## src/rtl/vend_pkg.sv

```systemverilog
// Shared constants for the vending front end: coin codes and conditioner state encoding.
package vend_pkg;

    localparam logic [1:0] COIN_NONE = 2'b00;
    localparam logic [1:0] COIN_5    = 2'b01;
    localparam logic [1:0] COIN_10   = 2'b10;
    localparam logic [1:0] COIN_BAD  = 2'b11;

    localparam logic [1:0] ST_IDLE     = 2'd0;
    localparam logic [1:0] ST_PRESS_W  = 2'd1;
    localparam logic [1:0] ST_HELD     = 2'd2;
    localparam logic [1:0] ST_REL_WAIT = 2'd3;

    // Only the 5 and 10 codes are payable; 00 and 11 are rejected.
    function automatic logic coin_is_payable(input logic [1:0] code);
        return (code == COIN_5) || (code == COIN_10);
    endfunction

endpackage

```

## src/rtl/coin_input_conditioner_sync_2ff.sv

```systemverilog
// Two-flop synchroniser for a bundle of asynchronous inputs into the clk domain.
module sync_2ff #(
    parameter int W = 1
) (
    input  logic         clk,
    input  logic         rst,
    input  logic [W-1:0] d,
    output logic [W-1:0] q
);

    logic [W-1:0] r_meta;
    logic [W-1:0] r_sync;

    always_ff @(posedge clk) begin
        if (rst) begin
            r_meta <= '0;
            r_sync <= '0;
        end else begin
            r_meta <= d;
            r_sync <= r_meta;
        end
    end

    assign q = r_sync;

endmodule

```

## src/rtl/coin_input_conditioner.sv

```systemverilog
// Insert-button debouncer and coin-code stability checker; emits one strobe per accepted press.
module coin_input_conditioner
    import vend_pkg::*;
#(
    parameter int DB_CYCLES = 250000,
    parameter int CNT_W     = 18
) (
    input  logic       clk,
    input  logic       rst,
    input  logic       btn_raw,
    input  logic [1:0] coin_raw,
    output logic       coin_valid,
    output logic [1:0] coin_code,
    output logic       reject,
    output logic       btn_db
);

    localparam logic [CNT_W-1:0] CNT_LAST = CNT_W'(DB_CYCLES - 1);

    logic [2:0]       w_sync;
    logic             w_bs;
    logic [1:0]       w_cs;

    logic [1:0]       r_state;
    logic [CNT_W-1:0] r_cnt;
    logic [1:0]       r_cap;

    logic [1:0]       w_state_next;
    logic [CNT_W-1:0] w_cnt_next;
    logic [1:0]       w_cap_next;
    logic             w_accept;

    sync_2ff #(.W(3)) u_sync (
        .clk (clk),
        .rst (rst),
        .d   ({btn_raw, coin_raw}),
        .q   (w_sync)
    );

    assign w_bs = w_sync[2];
    assign w_cs = w_sync[1:0];

    always_comb begin
        w_state_next = r_state;
        w_cnt_next   = r_cnt;
        w_cap_next   = r_cap;
        w_accept     = 1'b0;
        case (r_state)
            ST_IDLE: begin
                if (w_bs) begin
                    w_state_next = ST_PRESS_W;
                    w_cnt_next   = '0;
                    w_cap_next   = w_cs;
                end
            end
            ST_PRESS_W: begin
                if (!w_bs) begin
                    w_state_next = ST_IDLE;
                    w_cnt_next   = '0;
                end else if (w_cs != r_cap) begin
                    // Code moved under a held button: restart the stability window on the new code.
                    w_cnt_next = '0;
                    w_cap_next = w_cs;
                end else if (r_cnt == CNT_LAST) begin
                    w_state_next = ST_HELD;
                    w_cnt_next   = '0;
                    w_accept     = 1'b1;
                end else begin
                    w_cnt_next = r_cnt + 1'b1;
                end
            end
            ST_HELD: begin
                if (!w_bs) begin
                    w_state_next = ST_REL_WAIT;
                    w_cnt_next   = '0;
                end
            end
            default: begin
                if (w_bs) begin
                    w_state_next = ST_HELD;
                    w_cnt_next   = '0;
                end else if (r_cnt == CNT_LAST) begin
                    w_state_next = ST_IDLE;
                    w_cnt_next   = '0;
                end else begin
                    w_cnt_next = r_cnt + 1'b1;
                end
            end
        endcase
    end

    // Reset lands in REL_WAIT so a button held through reset must be released before it counts.
    always_ff @(posedge clk) begin
        if (rst) begin
            r_state    <= ST_REL_WAIT;
            r_cnt      <= '0;
            r_cap      <= COIN_NONE;
            coin_valid <= 1'b0;
            reject     <= 1'b0;
            coin_code  <= COIN_NONE;
            btn_db     <= 1'b0;
        end else begin
            r_state    <= w_state_next;
            r_cnt      <= w_cnt_next;
            r_cap      <= w_cap_next;
            coin_valid <= w_accept && coin_is_payable(r_cap);
            reject     <= w_accept && !coin_is_payable(r_cap);
            if (w_accept) begin
                coin_code <= r_cap;
            end
            btn_db     <= (w_state_next == ST_HELD) || (w_state_next == ST_REL_WAIT);
        end
    end

endmodule

```

## config.mk

```make
export PLATFORM = sky130hd
export DESIGN_NAME = coin_input_conditioner
export DESIGN_NICKNAME = d
export VERILOG_FILES = /design/src/rtl/vend_pkg.sv /design/src/rtl/coin_input_conditioner_sync_2ff.sv /design/src/rtl/coin_input_conditioner.sv
export SDC_FILE = /design/constraint.sdc
export NUM_CORES = 1
export LEC_CHECK = 0
export CORE_MARGIN = 1
export CORE_UTILIZATION = 51
export DETAILED_ROUTE_END_ITERATION = 16
export PLACE_DENSITY = 0.76
export SKIP_CTS_REPAIR_TIMING = 1
export SLEW_MARGIN = 10
export SYNTH_ARGS = -nofsm -noshare
export SYNTH_HDL_FRONTEND = slang
export SYNTH_SLANG_ARGS = --single-unit
```

## constraint.sdc

```tcl
create_clock -name clk -period 1.6 [get_ports clk]
set_input_delay 0.32 -clock clk [delete_from_list [all_inputs] [get_ports clk]]
set_output_delay 0.32 -clock clk [all_outputs]
set_load 0.05 [all_outputs]
```

# Word level (Yosys, flattened, before mapping)

Index checks and enable logic that the tools add are counted.

Register bits after elaboration: 33
Input bits: 5
Output and inout bits: 5
Logic and storage cells: 54

$add $sub $neg: 1
Eq/ne operators: 12
Mux-type cells: 23
Reduce and logical (&&, ||, !) cells: 9

Operator list:

| cell                  | count |
|---|---|
| $mux 18               | 6 |
| $pmux 18 s3           | 1 |
| $mux 2                | 10 |
| $add 18x1->18 const B | 1 |
| $eq 18x18->1 const B  | 1 |
| $eq 2x2->1 const B    | 4 |
| $pmux 2 s3            | 1 |
| $eq 2x1->1 const B    | 2 |
| $mux 1                | 4 |
| $ne 2x1->1 const B    | 2 |
| $ne 2x2->1 const B    | 2 |
| $pmux 2 s2            | 1 |
| $reduce_and 4->1      | 1 |
| $logic_and 1x1->1     | 2 |
| $logic_not 2->1       | 1 |
| $logic_or 1x1->1      | 2 |
| $ne 2x2->1            | 1 |
| $reduce_and 2->1      | 1 |
| $reduce_bool 2->1     | 1 |
| $logic_not 1->1       | 1 |

# Depth between registers and ports, before layout

Gate-level depths: netlist of the first run.

Depth after elaboration: 7
Depth in mapped cells: 7
Mapped depth without buffers: 6

# Hierarchy

From an unflattened synthesis of the first run, not the netlist that was laid out.

Cells, all modules: 173
Area, all modules: 1560.2 sq um

By module, submodules not included:

| module                 | times used | cells each | area an instance (sq um) | seq. area each (sq um) |
|---|---|---|---|---|
| coin_input_conditioner | 1          | 161        | 1402.6                   | 540.5 |
| sync_2ff               | 1          | 12         | 157.7                    | 120.1 |

# Least setup slack after synthesis of the first run

OpenSTA, ideal clock, no wires.

Path type: reg2reg
Start: register r_cnt[0]
End: register r_cnt[14]
Setup time: 115 ps
Arrival time: 1509 ps
Data required time: 1485 ps
Setup slack: -24 ps
Cell stages (with the launch flop): 8
Path buffers: 1
Period minus slack after synthesis: 1624 ps
Path through: dfxtp_1 ha_1 nand3_1 nand3b_1 o21a_1 o21bai_4 buf_6 nor2_1

Cells in the longest elaborated chain, start to end: 5
Elaborated cells between the ends (all ways): 7
Those cells by class: add/sub (1); eq/ne (1); mux (5)

Ends and longest elaborated chain:

| item                                          | RTL line                                                   | source |
|---|---|---|
| from (decl)                                   | coin_input_conditioner.sv:25                               | `logic [CNT_W-1:0] r_cnt;` |
| from (signal assigned)                        | coin_input_conditioner.sv:104                              | `r_cnt <= w_cnt_next;` |
| $add 18x1->18 or $eq 18x18->1 (tied branches) | n/a                                                        |  |
| $mux 18 *                                     | coin_input_conditioner.sv:64, coin_input_conditioner.sv:82 |  |
| $mux 18                                       | coin_input_conditioner.sv:60                               | `end else if (w_cs != r_cap) begin` |
| $mux 18                                       | coin_input_conditioner.sv:57                               | `if (!w_bs) begin` |
| $pmux 18 s3 *                                 | coin_input_conditioner.sv:48                               | `case (r_state)` |

Every way passes the cells marked *; elsewhere a longest branch is shown, timed or not.
A chain may end at the register's enable or synchronous reset.

# Worst setup path after layout of the first run

Start: register r_cnt[11]
End: register coin_code[0]

Cells in the longest elaborated chain, start to end: 5

Ends and longest elaborated chain:

| item                 | RTL line                      | source |
|---|---|---|
| $eq 18x18->1         | coin_input_conditioner.sv:64  | `end else if (r_cnt == CNT_LAST) begin` |
| $mux 1               | coin_input_conditioner.sv:64  |  |
| $mux 1               | coin_input_conditioner.sv:60  |  |
| $mux 1               | coin_input_conditioner.sv:57  |  |
| $mux 1               | coin_input_conditioner.sv:48  |  |
| to (signal assigned) | coin_input_conditioner.sv:109 | `coin_code <= r_cap;` |
| to (decl)            | coin_input_conditioner.sv:13  | `output logic [1:0] coin_code,` |

No other way between the ends.

==> metrics.txt, run 1 <==
Netlist cell types 37; die height 56.4 µm; crit start category flop; worst path cell trace nor4_4 -> nand3b_1 -> buf_6 -> nor4_4 -> buf_4 -> mux2i_1 -> nor2_1; largest net degree at the start of global routing 16; Top cell by count, worst path nor4_4; Required @ worst endpoint 1.84 ns; Leak 0.000759 µW; most common cell in the netlist dfxtp_1; HP Start u_sync.r_meta[2]; Highest Clock Rate 0.615 GHz; Fin Hold WS 0.444 ns; Synth top area share 43.7%; Finished Cell Area 2040 µm²; htree depth 2; Routed Wire Length 3300 µm; clk slew on worst S/H paths 0.10 ns; Routed WL per cell 13.9 µm; Post-synth EDFFs 0; YS warnings 0; Max Root-Sink Buffers 2; gpl congestion 0.911; r2r setup slk -0.03 ns; count of boundary I/O pins 10; asr flop ratio synth 0%; dpl cell area 1870 µm²; Critical Path Start r_cnt[11]; Overflow after GRT 0; CTS tree built; final hold vios 0; type of the tightest min-delay check flop to flop; Reg2Reg Depth 7; Die W 56.4 µm; GRT Overall Usage 21.9%; Slew HR 72.2%; Final period util 102%; Mapped Area 1510 µm²; DR pass1 iterations 6; Clk pwr share 35.9%; CP Capture Type flop; die area 3180 µm²; Crit Path Max Fanout 2; Num CTS Buffers 5; Area growth, synth to finish 35.0%; CP max-delay cell dfxtp_2; violated checks setup timing; Sw Share 23.1%; sequential share of the synthesized area 43.7%; hold worst-path end u_sync.q[2]; unrepaired setup endpoints after global routing true; CP max stage delay 0.35 ns; Routed Antenna Nets 0; floorplan core area 2780 µm²; net switching power figure 346 µW; syn_nets 168; DRC 0; Initial Util 54.3%; antenna violations before repair 0; worst r2r dst coin_code[0]; Clock Sink Count 33; Top delay family on crit path simple AND/OR/NAND/NOR gates; Avg Inst Size Synth 9.32 µm²; Worst Hold Depth 1; power per cell area 734 nW/µm²; vias in the first global route 1280; vias per inst 5.58; Clock Tree Root clkbuf_4; fin worst setup slack -0.0268 ns; nets@finish 211; total vias in the final route 1322; max-slew violation count 0; status finished, violations left; internal power 1150 µW; first-pass GRT wire length 5320 µm; n_diodes 0; clk_skew 0.0108 ns; worst vdd ir 808 µV; min cycle time layout 1.63 ns; max_cap viols 0; top cells by area in the synthesized netlist dfxtp_1, xnor2_1, nor2_1, xor2_1, nor2b_1; synthesis-stage register bit count 33; # setup viols final 3; Worst Path Buf+Inv 2; Synth area leader dfxtp_1; most common flop cell mapped by yosys dfxtp_1; initial DRC count 63; Worst Path Arrival 1.87 ns; Rows 19; DP HPWL 2340 µm; R2R Path Start r_cnt[11]; Post-synth top cells dfxtp_1, nor2_1, nand2_1; worst-margin pin slew 0.416 ns; kind of critical path flop to flop; share of cells above drive strength 1 35.4%; latest clock arrival within the worst-skew pair 0.34 ns; PortBufs 9; Seq pwr share 56.7%; Mapped Cells 162; Logic pwr share 7.5%
==> power groups by stage <==
stage	Clock [µW]	Sequential [µW]	Combinational, µW
2_1_floorplan	0	872	50.6
3_3_place_gp	0	866	101
3_5_place_dp	0	866	104
4_1_cts	540	847	104
5_1_grt	581	850	121
6_report	536	848	112
==> placed cells by master (no fill, tap or decap), drive strengths merged, types with 2 or more instances in the layout <==
cell type,count
o21bai,2
nand2,15
nor4,4
nand3,8
mux2i,4
a21oi,5
nor4b,2
nand2b,2
xnor2,10
buf,36
and4,2
and3,3
clkbuf,7
nand4,3
o21ai,5
clkdlybuf4s50,4
nand3b,3
nor2,20
inv,3
nor2b,11
dfxtp,33
xor2,8
nor3,4
==> cell families (layout without fill, tap and decap cells) <==
group / Yosys count / after routing / synth area share, %
xor+xnor: 18 / 18 / 10.4
buf+inv: 7 / 51 / 2.49
simple gates: 82 / 82 / 30.7
compound gates: 17 / 17 / 9.20
mux: 4 / 4 / 2.65
flops: 33 / 33 / 43.7
fa+ha+maj: 1 / 1 / 0.828
==> metrics by stage <==
step | setup WS, ns | util (%) | cells | power (µW) | setup TNS (ns)
3_3_place_gp | -0.0824 | 67.1 | 229 | 967 | -0.164
6_report | -0.0268 | 73.3 | 237 | 1500 | -0.0736
5_1_grt | -0.127 | 73.3 | 237 | 1550 | -0.873
2_1_floorplan | 0.0217 | - | 162 | 923 | 0
4_1_cts | -0.130 | 69.6 | 237 | 1490 | -1.27
3_5_place_dp | -0.0814 | 67.1 | 229 | 970 | -0.426
==> worst max path at each step <==
stage,to,slack (ns),cells after the start
floorplan,r_cnt[0],0.02,7
CTS,coin_code[1],-0.13,7
detailed placement,coin_code[1],-0.08,7
global route,coin_code[1],-0.13,7
finish,coin_code[0],-0.03,7
global placement,coin_code[0],-0.08,7
==> registers in the layout (all words and copies together), names as in the netlist <==
name,cells
coin_code,2
reject,1
u_sync.r_meta,3
u_sync.q,3
coin_valid,1
r_state,2
btn_db,1
r_cnt,18
r_cap,2
==> layout make-up <==
cell class	instances	area, µm²
clock buffer	7	65.1
timing repair buffer	40	330
multi-input combinational	122	918
inverter	3	11.3
clock inverter	1	5.00
tap	31	38.8
sequential	33	669
fill	206	743
==> routing by layer <==
layer  GRT usage (%)  vias to the layer above  share of wire [%]
li1                -                      646                  -
met1            21.8                      640                 40
met2            40.1                       23                 53
met3            7.14                       13                3.3
met4            11.1                        0                3.0
met5               0                        -                  0
(Power assumes the default switching activity.)
==> run 2: changes to the inputs <==
- CORE_UTILIZATION: 51 -> 53
- clock period: 1.6 -> 1.95 ns (I/O delays scaled with it)
==> run 2 against run 1 <==
  * The flow now finishes without violations
  * Total power down 25%
  * Combinational power decreased by 39%
  * Clock skew is essentially flat
  * Die area is 3.6% lower
  * Clock-buffer cell count down 1
  * Register-to-register slack better by 0.16 ns
  * Wire length decreased by 15%
  * Design area down 16%
  * Worst setup slack improved by 0.11 ns
  * Via count down 10%
  * Sequential power decreased by 18%
==> metrics.txt, run 2 (synthesis gave the netlist of run 1 again) <==
status finished clean; Rows 18 (-1); most common cell after layout, fill and taps aside dfxtp_1; worst-margin pin slew 0.495 ns (+0.0791 ns); setup TNS 0 ns (+0.0736 ns); Crit Path Max Fanout 2 (unchanged); vias in the first global route 1166 (-8.9%); r2r setup slk 0.13 ns (+0.16 ns); htree depth 2 (unchanged); Top delay family on crit path buffers and inverters; crit start category flop; Routed Antenna Nets 0 (unchanged); Die W 55.4 µm (-1.8%); Worst Path Buf+Inv 1 (-1); Leak 0.000571 µW (-25%); Num CTS Buffers 5 (unchanged); vias per inst 5.67 (+1.6%); share of cells above drive strength 1 10.6% (-25 points); first-pass GRT wire length 4920 µm (-7.5%); unrepaired setup endpoints after global routing false; Total Power 1130 µW (-25%); type of the tightest min-delay check flop to flop; internal power 857 µW (-26%); Overflow after GRT 0 (unchanged); DP HPWL 2030 µm (-13%); max-slew violation count 0 (unchanged); worst vdd ir 550 µV (-32%); max reg flops 18 (unchanged); Initial Util 58.3% (+4.0 points); Max Root-Sink Buffers 2 (unchanged); antenna violations before repair 0 (unchanged); Logic pwr share 6.1% (-1.4 points); CP max stage delay 0.80 ns (+0.45 ns); fin util 65.8% (-7.4 points); Final period util 95.5%; floorplan core area 2590 µm² (-6.9%); gpl congestion 0.856 (-6.0%); net switching power figure 270 µW (-22%); Clock Tree Root clkbuf_4; Required @ worst endpoint 1.56 ns (-0.28 ns); Routed WL per cell 13.5 µm (-3.4%); Slew HR 66.8% (-5.5 points); Fin Hold WS 0.445 ns (+0.000885 ns); Most flops, register r_cnt; Seq pwr share 61.8% (+5.1 points); largest net degree at the start of global routing 19 (+3); max_cap viols 0 (unchanged); PortBufs 9 (unchanged); total vias in the final route 1184 (-10%); die height 55.4 µm (-1.8%); min cycle time layout 1.86 ns; count of boundary I/O pins 10 (unchanged); power per cell area 661 nW/µm² (-10%); CP max-delay cell clkdlybuf4s50_1; Routed Wire Length 2810 µm (-15%); CTS tree built; clk_skew 0.0105 ns (-0.000263 ns); Finished Cell Area 1710 µm² (-16%); # setup viols final 0 (-3); kind of critical path flop to primary output; Sw Share 24.0% (+0.88 points); worst path cell trace clkdlybuf4s50_1; clk slew on worst S/H paths 0.09 ns (about the same); Highest Clock Rate 0.537 GHz; GRT Overall Usage 20.3% (-1.6 points); initial DRC count 52 (-17%); most frequent cells in the layout dfxtp_1, nor2_1, nand2_1, nor2b_1, xnor2_1; dpl cell area 1630 µm² (-12%); Worst Path Arrival 1.47 ns (-0.40 ns); Clock Sink Count 33 (unchanged); CP Capture Type primary output; Clk pwr share 32.1% (-3.8 points); n_diodes 0 (unchanged); Area growth, synth to finish 12.9%; latest clock arrival within the worst-skew pair 0.34 ns (about the same); DRC 0 (unchanged); DR pass1 iterations 4 (-2); final hold vios 0 (unchanged); die area 3070 µm² (-3.6%); nets@finish 184 (-13%)
run 2: changes by cell type in the layout (fill, tap and decap cells not counted), moves of 3 or more:
| cell | change |
|---|---|
| buf_4 | -30 |
| nor2b_1 | +3 |
| nor2b_2 | -3 |
| nor4_4 | -3 |
| dfxtp_2 | -7 |
| clkdlybuf4s50_1 | +5 |
| nor4_2 | +3 |
| dfxtp_1 | +7 |
run 2: metrics by stage:
step | std cells | setup WS, ns
after floorplan | 162 | 0.326
after global placement | 200 | 0.170
after detailed placement | 200 | 0.0470
after CTS | 208 | 0.0193
after global routing | 209 | 0.0165
final | 209 | 0.0875
run 2: area by class of cell:
class | instances | area (µm²)
multi-input cells | 122 | 812
clock buffers | 6 | 41.3
inverters | 3 | 11.3
flip-flops and latches | 33 | 661
fillers | 213 | 885
clock inverters | 2 | 10.0
well taps | 30 | 37.5
repair buffers | 13 | 133
run 2: final timing paths:
path,startpoint,end,depth (start not counted)
setup / recovery,coin_code[0],coin_code[0],1
hold / removal,u_sync.r_meta[0],u_sync.q[0],1
hold reg to reg,u_sync.r_meta[0],u_sync.q[0],1
setup reg to reg,r_cnt[0],r_cnt[16],7
run 2: power by group through the flow:
stage / registers (µW) / logic (µW) / clock network (µW)
after floorplan: 713 / 39.7 / 0
after global placement: 711 / 58.5 / 0
after detailed placement: 712 / 61.4 / 0
after global routing: 698 / 75.6 / 398
after CTS: 696 / 61.8 / 371
final: 696 / 68.3 / 362
run 2: per-layer routing:
layer	wire length [µm]	track usage (%)
met1	1320	24.9
met2	1330	32.2
met3	143	5.15
met4	25	11.4
met5	0	0
